File: src/rtl/serial_subtractor_if.sv
// Start/busy/done handshake and operand/result bus for serial_subtractor.
// SERIAL_SUBTRACTOR_OVF_EN adds the signed-overflow flag to the bus.
interface serial_subtractor_if #(
   parameter int WIDTH = 8
);
   logic             start;
   logic [WIDTH-1:0] a;
   logic [WIDTH-1:0] b;
   logic             bin;
   logic             busy;
   logic             done;
   logic [WIDTH-1:0] diff;
   logic             bout;
`ifdef SERIAL_SUBTRACTOR_OVF_EN
   logic             ovf;
`endif

   modport master (
      output start, a, b, bin,
      input  busy, done, diff, bout
`ifdef SERIAL_SUBTRACTOR_OVF_EN
      , input ovf
`endif
   );

   modport slave (
      input  start, a, b, bin,
      output busy, done, diff, bout
`ifdef SERIAL_SUBTRACTOR_OVF_EN
      , output ovf
`endif
   );
endinterface

File: src/rtl/serial_subtractor.sv
// Bit-serial WIDTH-bit subtractor: one full-subtractor cell, LSB-first, one bit per clock.
// Define SERIAL_SUBTRACTOR_OVF_EN to add the registered signed-overflow output (bus.ovf).
module serial_subtractor #(
   parameter int WIDTH = 8
) (
   input  logic             clk,
   input  logic             rst,
   serial_subtractor_if.slave bus
);
   localparam int CW = (WIDTH > 1) ? $clog2(WIDTH) : 1;

   typedef enum logic [1:0] {IDLE, SHIFT, DONE} state_t;

   state_t           state, state_nxt;
   logic             accept;
   logic             last;
   logic [WIDTH-1:0] a_sr, b_sr;
   logic [WIDTH-2:0] r_sr;
   logic [WIDTH-1:0] r_nxt;
   logic             borrow;
   logic [CW-1:0]    cnt;
   logic [WIDTH-1:0] diff_q;
   logic             bout_q;

   // full-subtractor cell
   logic x, y, c, d, bnxt;
   assign x    = a_sr[0];
   assign y    = b_sr[0];
   assign c    = borrow;
   assign d    = x ^ y ^ c;
   assign bnxt = (~x & y) | (~(x ^ y) & c);

   // result enters at the MSB; the low bit of r_nxt only ever lands in diff
   assign r_nxt = {d, r_sr};
   assign last  = (cnt == CW'(WIDTH - 1));

   always_comb begin
      state_nxt = state;
      accept    = 1'b0;
      case (state)
         IDLE: begin
            if (bus.start) begin
               accept    = 1'b1;
               state_nxt = SHIFT;
            end
         end
         SHIFT: begin
            if (last) state_nxt = DONE;
         end
         DONE: begin
            if (bus.start) begin
               accept    = 1'b1;
               state_nxt = SHIFT;
            end else begin
               state_nxt = IDLE;
            end
         end
         default: state_nxt = IDLE;
      endcase
   end

   always_ff @(posedge clk) begin
      if (rst) begin
         state  <= IDLE;
         a_sr   <= '0;
         b_sr   <= '0;
         r_sr   <= '0;
         borrow <= 1'b0;
         cnt    <= '0;
         diff_q <= '0;
         bout_q <= 1'b0;
      end else begin
         state <= state_nxt;
         if (accept) begin
            a_sr   <= bus.a;
            b_sr   <= bus.b;
            borrow <= bus.bin;
            cnt    <= '0;
         end else if (state == SHIFT) begin
            a_sr   <= a_sr >> 1;
            b_sr   <= b_sr >> 1;
            r_sr   <= r_nxt[WIDTH-1:1];
            borrow <= bnxt;
            cnt    <= cnt + CW'(1);
            if (last) begin
               diff_q <= r_nxt;
               bout_q <= bnxt;
            end
         end
      end
   end

`ifdef SERIAL_SUBTRACTOR_OVF_EN
   // on the last bit x/y are the captured operand MSBs and d is the result MSB
   logic ovf_q;
   always_ff @(posedge clk) begin
      if (rst)
         ovf_q <= 1'b0;
      else if (state == SHIFT && last)
         ovf_q <= (x != y) && (d != x);
   end
   assign bus.ovf = ovf_q;
`endif

   assign bus.busy = (state == SHIFT);
   assign bus.done = (state == DONE);
   assign bus.diff = diff_q;
   assign bus.bout = bout_q;
endmodule

File: src/flat_wrapper.sv
// flat-port wrapper written by rule: the top's interface ports become plain ports
module serial_subtractor_flat 
#(
   parameter int WIDTH = 8
)
  (clk, rst, bus_start, bus_a, bus_b, bus_bin, bus_busy, bus_done, bus_diff, bus_bout);
  serial_subtractor_if #(.WIDTH(WIDTH)) bus_i ();
  input  logic clk;
  input  logic rst;
  input wire logic [$bits(bus_i.start)-1:0] bus_start;
  input wire logic [$bits(bus_i.a)-1:0] bus_a;
  input wire logic [$bits(bus_i.b)-1:0] bus_b;
  input wire logic [$bits(bus_i.bin)-1:0] bus_bin;
  output wire logic [$bits(bus_i.busy)-1:0] bus_busy;
  output wire logic [$bits(bus_i.done)-1:0] bus_done;
  output wire logic [$bits(bus_i.diff)-1:0] bus_diff;
  output wire logic [$bits(bus_i.bout)-1:0] bus_bout;
  assign bus_i.start = bus_start;
  assign bus_i.a = bus_a;
  assign bus_i.b = bus_b;
  assign bus_i.bin = bus_bin;
  assign bus_busy = bus_i.busy;
  assign bus_done = bus_i.done;
  assign bus_diff = bus_i.diff;
  assign bus_bout = bus_i.bout;
  serial_subtractor #(.WIDTH(WIDTH)) u_core (.clk(clk), .rst(rst), .bus(bus_i));
endmodule
File: config.mk
export PLATFORM = sky130hd
export DESIGN_NAME = serial_subtractor_flat
export DESIGN_NICKNAME = d
export VERILOG_FILES = /design/src/rtl/serial_subtractor_if.sv /design/src/rtl/serial_subtractor.sv /design/src/flat_wrapper.sv
export SDC_FILE = /design/constraint.sdc
export NUM_CORES = 1
export LEC_CHECK = 0
export CELL_PAD_IN_SITES_DETAIL_PLACEMENT = 0
export CELL_PAD_IN_SITES_GLOBAL_PLACEMENT = 1
export CORE_AREA = 2 2 75 59
export DETAILED_ROUTE_END_ITERATION = 8
export DIE_AREA = 0 0 77 61
export GPL_ROUTABILITY_DRIVEN = 0
export PLACE_DENSITY = 0.81
export SYNTH_ARGS = -nofsm -noshare
export SYNTH_HDL_FRONTEND = slang
export SYNTH_SLANG_ARGS = --single-unit
File: constraint.sdc
create_clock -name clk -period 3.19 [get_ports clk]
set_input_delay 0.638 -clock clk [delete_from_list [all_inputs] [get_ports clk]]
set_output_delay 0.638 -clock clk [all_outputs]
set_load 0.01 [all_outputs]
# Yosys cells after proc, flatten, opt, wreduce, memory -nomap -nowiden
# Cells that the tools add are included.
# W data, S select, Z words.
[op_classes]
add_sub_neg = 1
n_mux = 12
n_shift = 0
div_mod_pow = 0
magnitude_cmp = 0
eq_ne = 5
reduce_logical = 7
bitwise = 8
n_mul = 0
[ops]
columns = ["operator", "count"]
rows = [
  ["$mux W8", 4],
  ["$pmux W2 S3", 1],
  ["$mux W1", 5],
  ["$mux W2", 2],
  ["$reduce_and A2 Y1", 2],
  ["$reduce_or A2 Y1", 2],
  ["$add A3 B1 Y3 const B", 1],
  ["$eq A3 B3 Y1 const B", 1],
  ["$not A1 Y1", 3],
  ["$reduce_and A3 Y1", 1],
  ["$and A1 B1 Y1", 2],
  ["$eq A2 B1 Y1 const B", 1],
  ["$eq A2 B2 Y1 const B", 1],
  ["$logic_not A2 Y1", 1],
  ["$ne A2 B1 Y1 const B", 1],
  ["$ne A2 B2 Y1 const B", 1],
  ["$reduce_bool A2 Y1", 1],
  ["$xor A1 B1 Y1", 2],
  ["$or A1 B1 Y1", 1],
]
[word_totals]
wordCells = 41
mem_bits_rw = 0
n_memories = 0
regBits = 38
mem_bits_ro = 0
latch_bits = 0
out_inout_bits = 11

# Depth between registers and ports, before layout
[logic_depth]
depth_word = 6
mapped_depth = 6
mapped_depth_nobuf = 5

# Least setup slack after synthesis
# Ideal clock, no wire load.
[synth_timing]
kind = "flip-flop to output port"
start = "register u_core.state[0]"
end = "output port bus_busy"
n_path_buf = 2
slack_ns = 1.796
arrival_ns = 0.756
stages_incl_launch_ff = 5
path_cell_list = "dfxtp_1 > nand2b_1 > buf_6 > inv_8 > buf_8"
[synth_between]
elab_chain_len = 1
[synth_lines]
columns = ["item", "line_no", "rtl"]
rows = [
  ["start, declared", "serial_subtractor.sv:14", "state_t state, state_nxt;"],
  ["start signal, assigned", "serial_subtractor.sv:73", "state <= state_nxt;"],
  ["$eq A2 B1 Y1", "serial_subtractor.sv:105", "assign bus.busy = (state == SHIFT);"],
  ["end, declared", "flat_wrapper.sv:14", "output wire logic [$bits(bus_i.busy)-1:0] bus_busy;"],
]
# No other way between the ends.

# Final worst setup path
# Same ends and word-level chain as after synthesis.

==> impl_results.md <==
- CTS max path bufs: 2
- Starting DRT DRC Count: 106
- Leak: 0.655 nW
- # H-tree levels: 2
- Final HPWL DP: 1960 µm
- WP buf/inv: 2
- GRT Util Overall: 13.9%
- Place WS: 885 ps
- Setup WS post-layout: 938 ps
- Final hold slack: 454 ps
- Die height: 61 µm
- Clock Tree Root: clkbuf_8
- Clock skew: 7.03 ps
- Die width: 77 µm
- CTS Hold Buffers Added: 0
- Reg2Reg Launch Point: u_core.state[0]$_SDFFE_PP0P_
- Top-area cell type share of the netlist area: 50.3%
- Final non-filler cell total: 253
- Count of clock tree sinks: 38
- Fillers: 410
- Seq/Total Area, Yosys: 50.3%
- Unrepaired setup endpoints after global routing: false
- Multiplexer area fraction after synthesis: 1.32%
- Outcome: completed
- GRT Residual Overflow: 0
- Post-DRT Antenna Nets: 0
- Initial Utilization: 38.3%
- Tcrit/Tclk final: 70.6%
- CTS tree: yes
- Post-synth top area cell: dfxtp_1
- Global Route met3 Usage: 4.02%
- Post-CTS Resized: 0
- # setup viols final: 0
- Pins Over Slew Limit: 0
- First-pass detailed-route iteration total: 4
- Syn nets: 194
- DRC violations left: 0
- Hold Fails Final Rpt: 0
- I/O pins: 31
- Measured slew at the worst slew-check pin: 718 ps
- Clk Latency, worst-skew pair: 280 ps
- Setup Fix Bufs, Post-CTS: 0
- Max frequency: 444 MHz
- Ys Warns: 0
- Post-synthesis simple-gate area fraction: 18.4%
- Gr busiest metal: met2
- Worst Path Arrival: 1610 ps
- Critical-path maximum fanout: 25
- Avg WL per Cell: 12.1 µm
- Min-delay src: u_core.bus.diff[7]$_SDFFE_PP0P_
- Worst min-delay path class: flip-flop to flip-flop
- Largest cells by area after synthesis: dfxtp_1 (50%), a21oi_1 (11%), nand2_1 (7.9%)
- Buffers on Ports: 30
- Antenna violations before repair: 0
- EDFF count, synth: 0
- CP Class: flip-flop to output pin
- Inserted Diodes: 0
- Grt met2 use: 24.3%
- Post-Synth XOR/XNOR Area: 0.579%
- Synth Area in Compound Gates: 19.1%
- Async SR Flop Fraction: 0%
- Global-route wire length before repair: 5110 µm
- Area grow syn2layout: 25.8%
- Routed WL: 3070 µm
- CP delay by family, top: buffers and inverters
- PwrDens: 497 nW/µm²
- Mapped Cells: 171
- Top cells by count, synth: dfxtp_1 (38), a21oi_1 (32), nand2_1 (32)
- Worst-path cell chain: nand2b_1, inv_8, clkdlybuf4s50_1
- Distinct cells, synth: 27
- Cts bufs inserted: 5
- Largest family of logic cells by synthesized area: compound AO/OA/AOI/OAI gates
- Placed cell count: 245
- Crit path time final: 2250 ps
- Num rows: 20
- Startpoint types: flip-flop
- NumNets Final: 220
- Peak VDD IR: 274 µV
- Design Power: 945 µW
- Share of cells above drive strength 1: 6.06%
- Largest net degree at the start of global routing: 39
- CP Data Required Time: 2550 ps
- GRT met1 Usage: 16.3%
- Flops & latches, synth: 38
- Commonest register cell after synthesis: dfxtp_1
- Count leader, synth: dfxtp_1
- Core area: 3950 µm²
- Post-Synth Adder-Cell Area: 2.98%
- CP max stage cell: clkdlybuf4s50_1
- Vias in the first global route: 1168
- DR vias: 1268
- Netlist Area Pre-Place: 1510 µm²
- Vias/cell: 5.01
- Critical path launch point: u_core.state[0]$_SDFFE_PP0P_
- Slew margin rel.: 52.0%
- TNS Setup: 0 ps
- Max-cap violations: 0
- Die area: 4700 µm²
- Worst-path clk slew: 70 ps
- Setup crit end kind: output pin
- Crit path largest cell delay: 560 ps
- Avg Cell Area, Syn: 8.85 µm²
## logic make-up after synthesis
logic type / Yosys count
DFF: 38
AOI/OAI and AO/OA: 49
xor gates and xnor gates: 1
adders and majority gates: 3
buffers and inverters: 17
muxes: 2
and+or+nand+nor: 61
## worst min-delay path: stages, from the launching register on
cell and delay, ps:
dfxtp_1 310, nand2_1 50, a21oi_1 50
## final cells by class
class                           instances  area, µm²  share of cell area (%)
Sequential cell                        38        761                    40.0
Multi-Input combinational cell        116        641                    33.7
Timing Repair Buffer                   33        323                    17.0
Clock buffer                            7       86.3                    4.54
Tap cell                               55       68.8                    3.62
Inverter                                3       18.8                   0.986
Clock inverter                          1       5.00                   0.263
## cell usage in the layout, fill, tap and decap left out, drive strengths merged
cell type      synthesis  final
mux2i                  2      2
o21a                   1      1
dfxtp                 38     38
a21oi                 32     32
nor2b                  2      2
clkdlybuf4s50          0     30
nand2b                 2      2
a2bb2oi                1      1
a22oi                 14     14
a211oi                 1      1
nor2                   3      3
nor3                   3      3
nand2                 32     32
ha                     2      2
buf                   11      3
nand3b                 1      1
xnor2                  1      1
fa                     1      1
nand3                 17     17
and3b                  1      1
clkbuf                 3      7
inv                    3      3
clkinv                 0      1
## path summary, 6_finish.rpt
check	cells past startpoint	slack, ps	endpoint
hold / removal	2	450	u_core.bus.diff[7]$_SDFFE_PP0P_
hold reg to reg	2	450	u_core.bus.diff[7]$_SDFFE_PP0P_
setup / recovery	3	940	bus_busy
setup reg to reg	4	1650	u_core.a_sr[1]$_SDFFE_PP0P_
## report_power, final
| part | total (mW) | internal, mW | switching [mW] |
|---|---|---|---|
| Clock | 0.334 | 0.174 | 0.160 |
| Combinational | 0.107 | 0.0500 | 0.0571 |
| Sequential | 0.504 | 0.493 | 0.0109 |
| Total | 0.945 | 0.717 | 0.228 |
## registers in the layout (all words and copies together), names as in the netlist
register and cells:
u_core.a_sr 8, u_core.b_sr 8, u_core.borrow 1, u_core.bus.bout 1
u_core.bus.diff 8, u_core.cnt 3, u_core.r_sr 7, u_core.state 2
## metal layers
metal	vias to the layer above	part of all wire, %
met3	5	3.9
met5	-	0
li1	641	-
met2	27	48
met1	595	47
met4	0	1.4
## metrics by stage
stage          area, µm²  utilization (%)
6_report            1900             48.1
5_1_grt             1900             48.1
3_3_place_gp        1810             45.8
2_1_floorplan       1510                -
4_1_cts             1900             48.1
3_5_place_dp        1810             45.8
No activity file was read; power rests on OpenSTA's default activity.
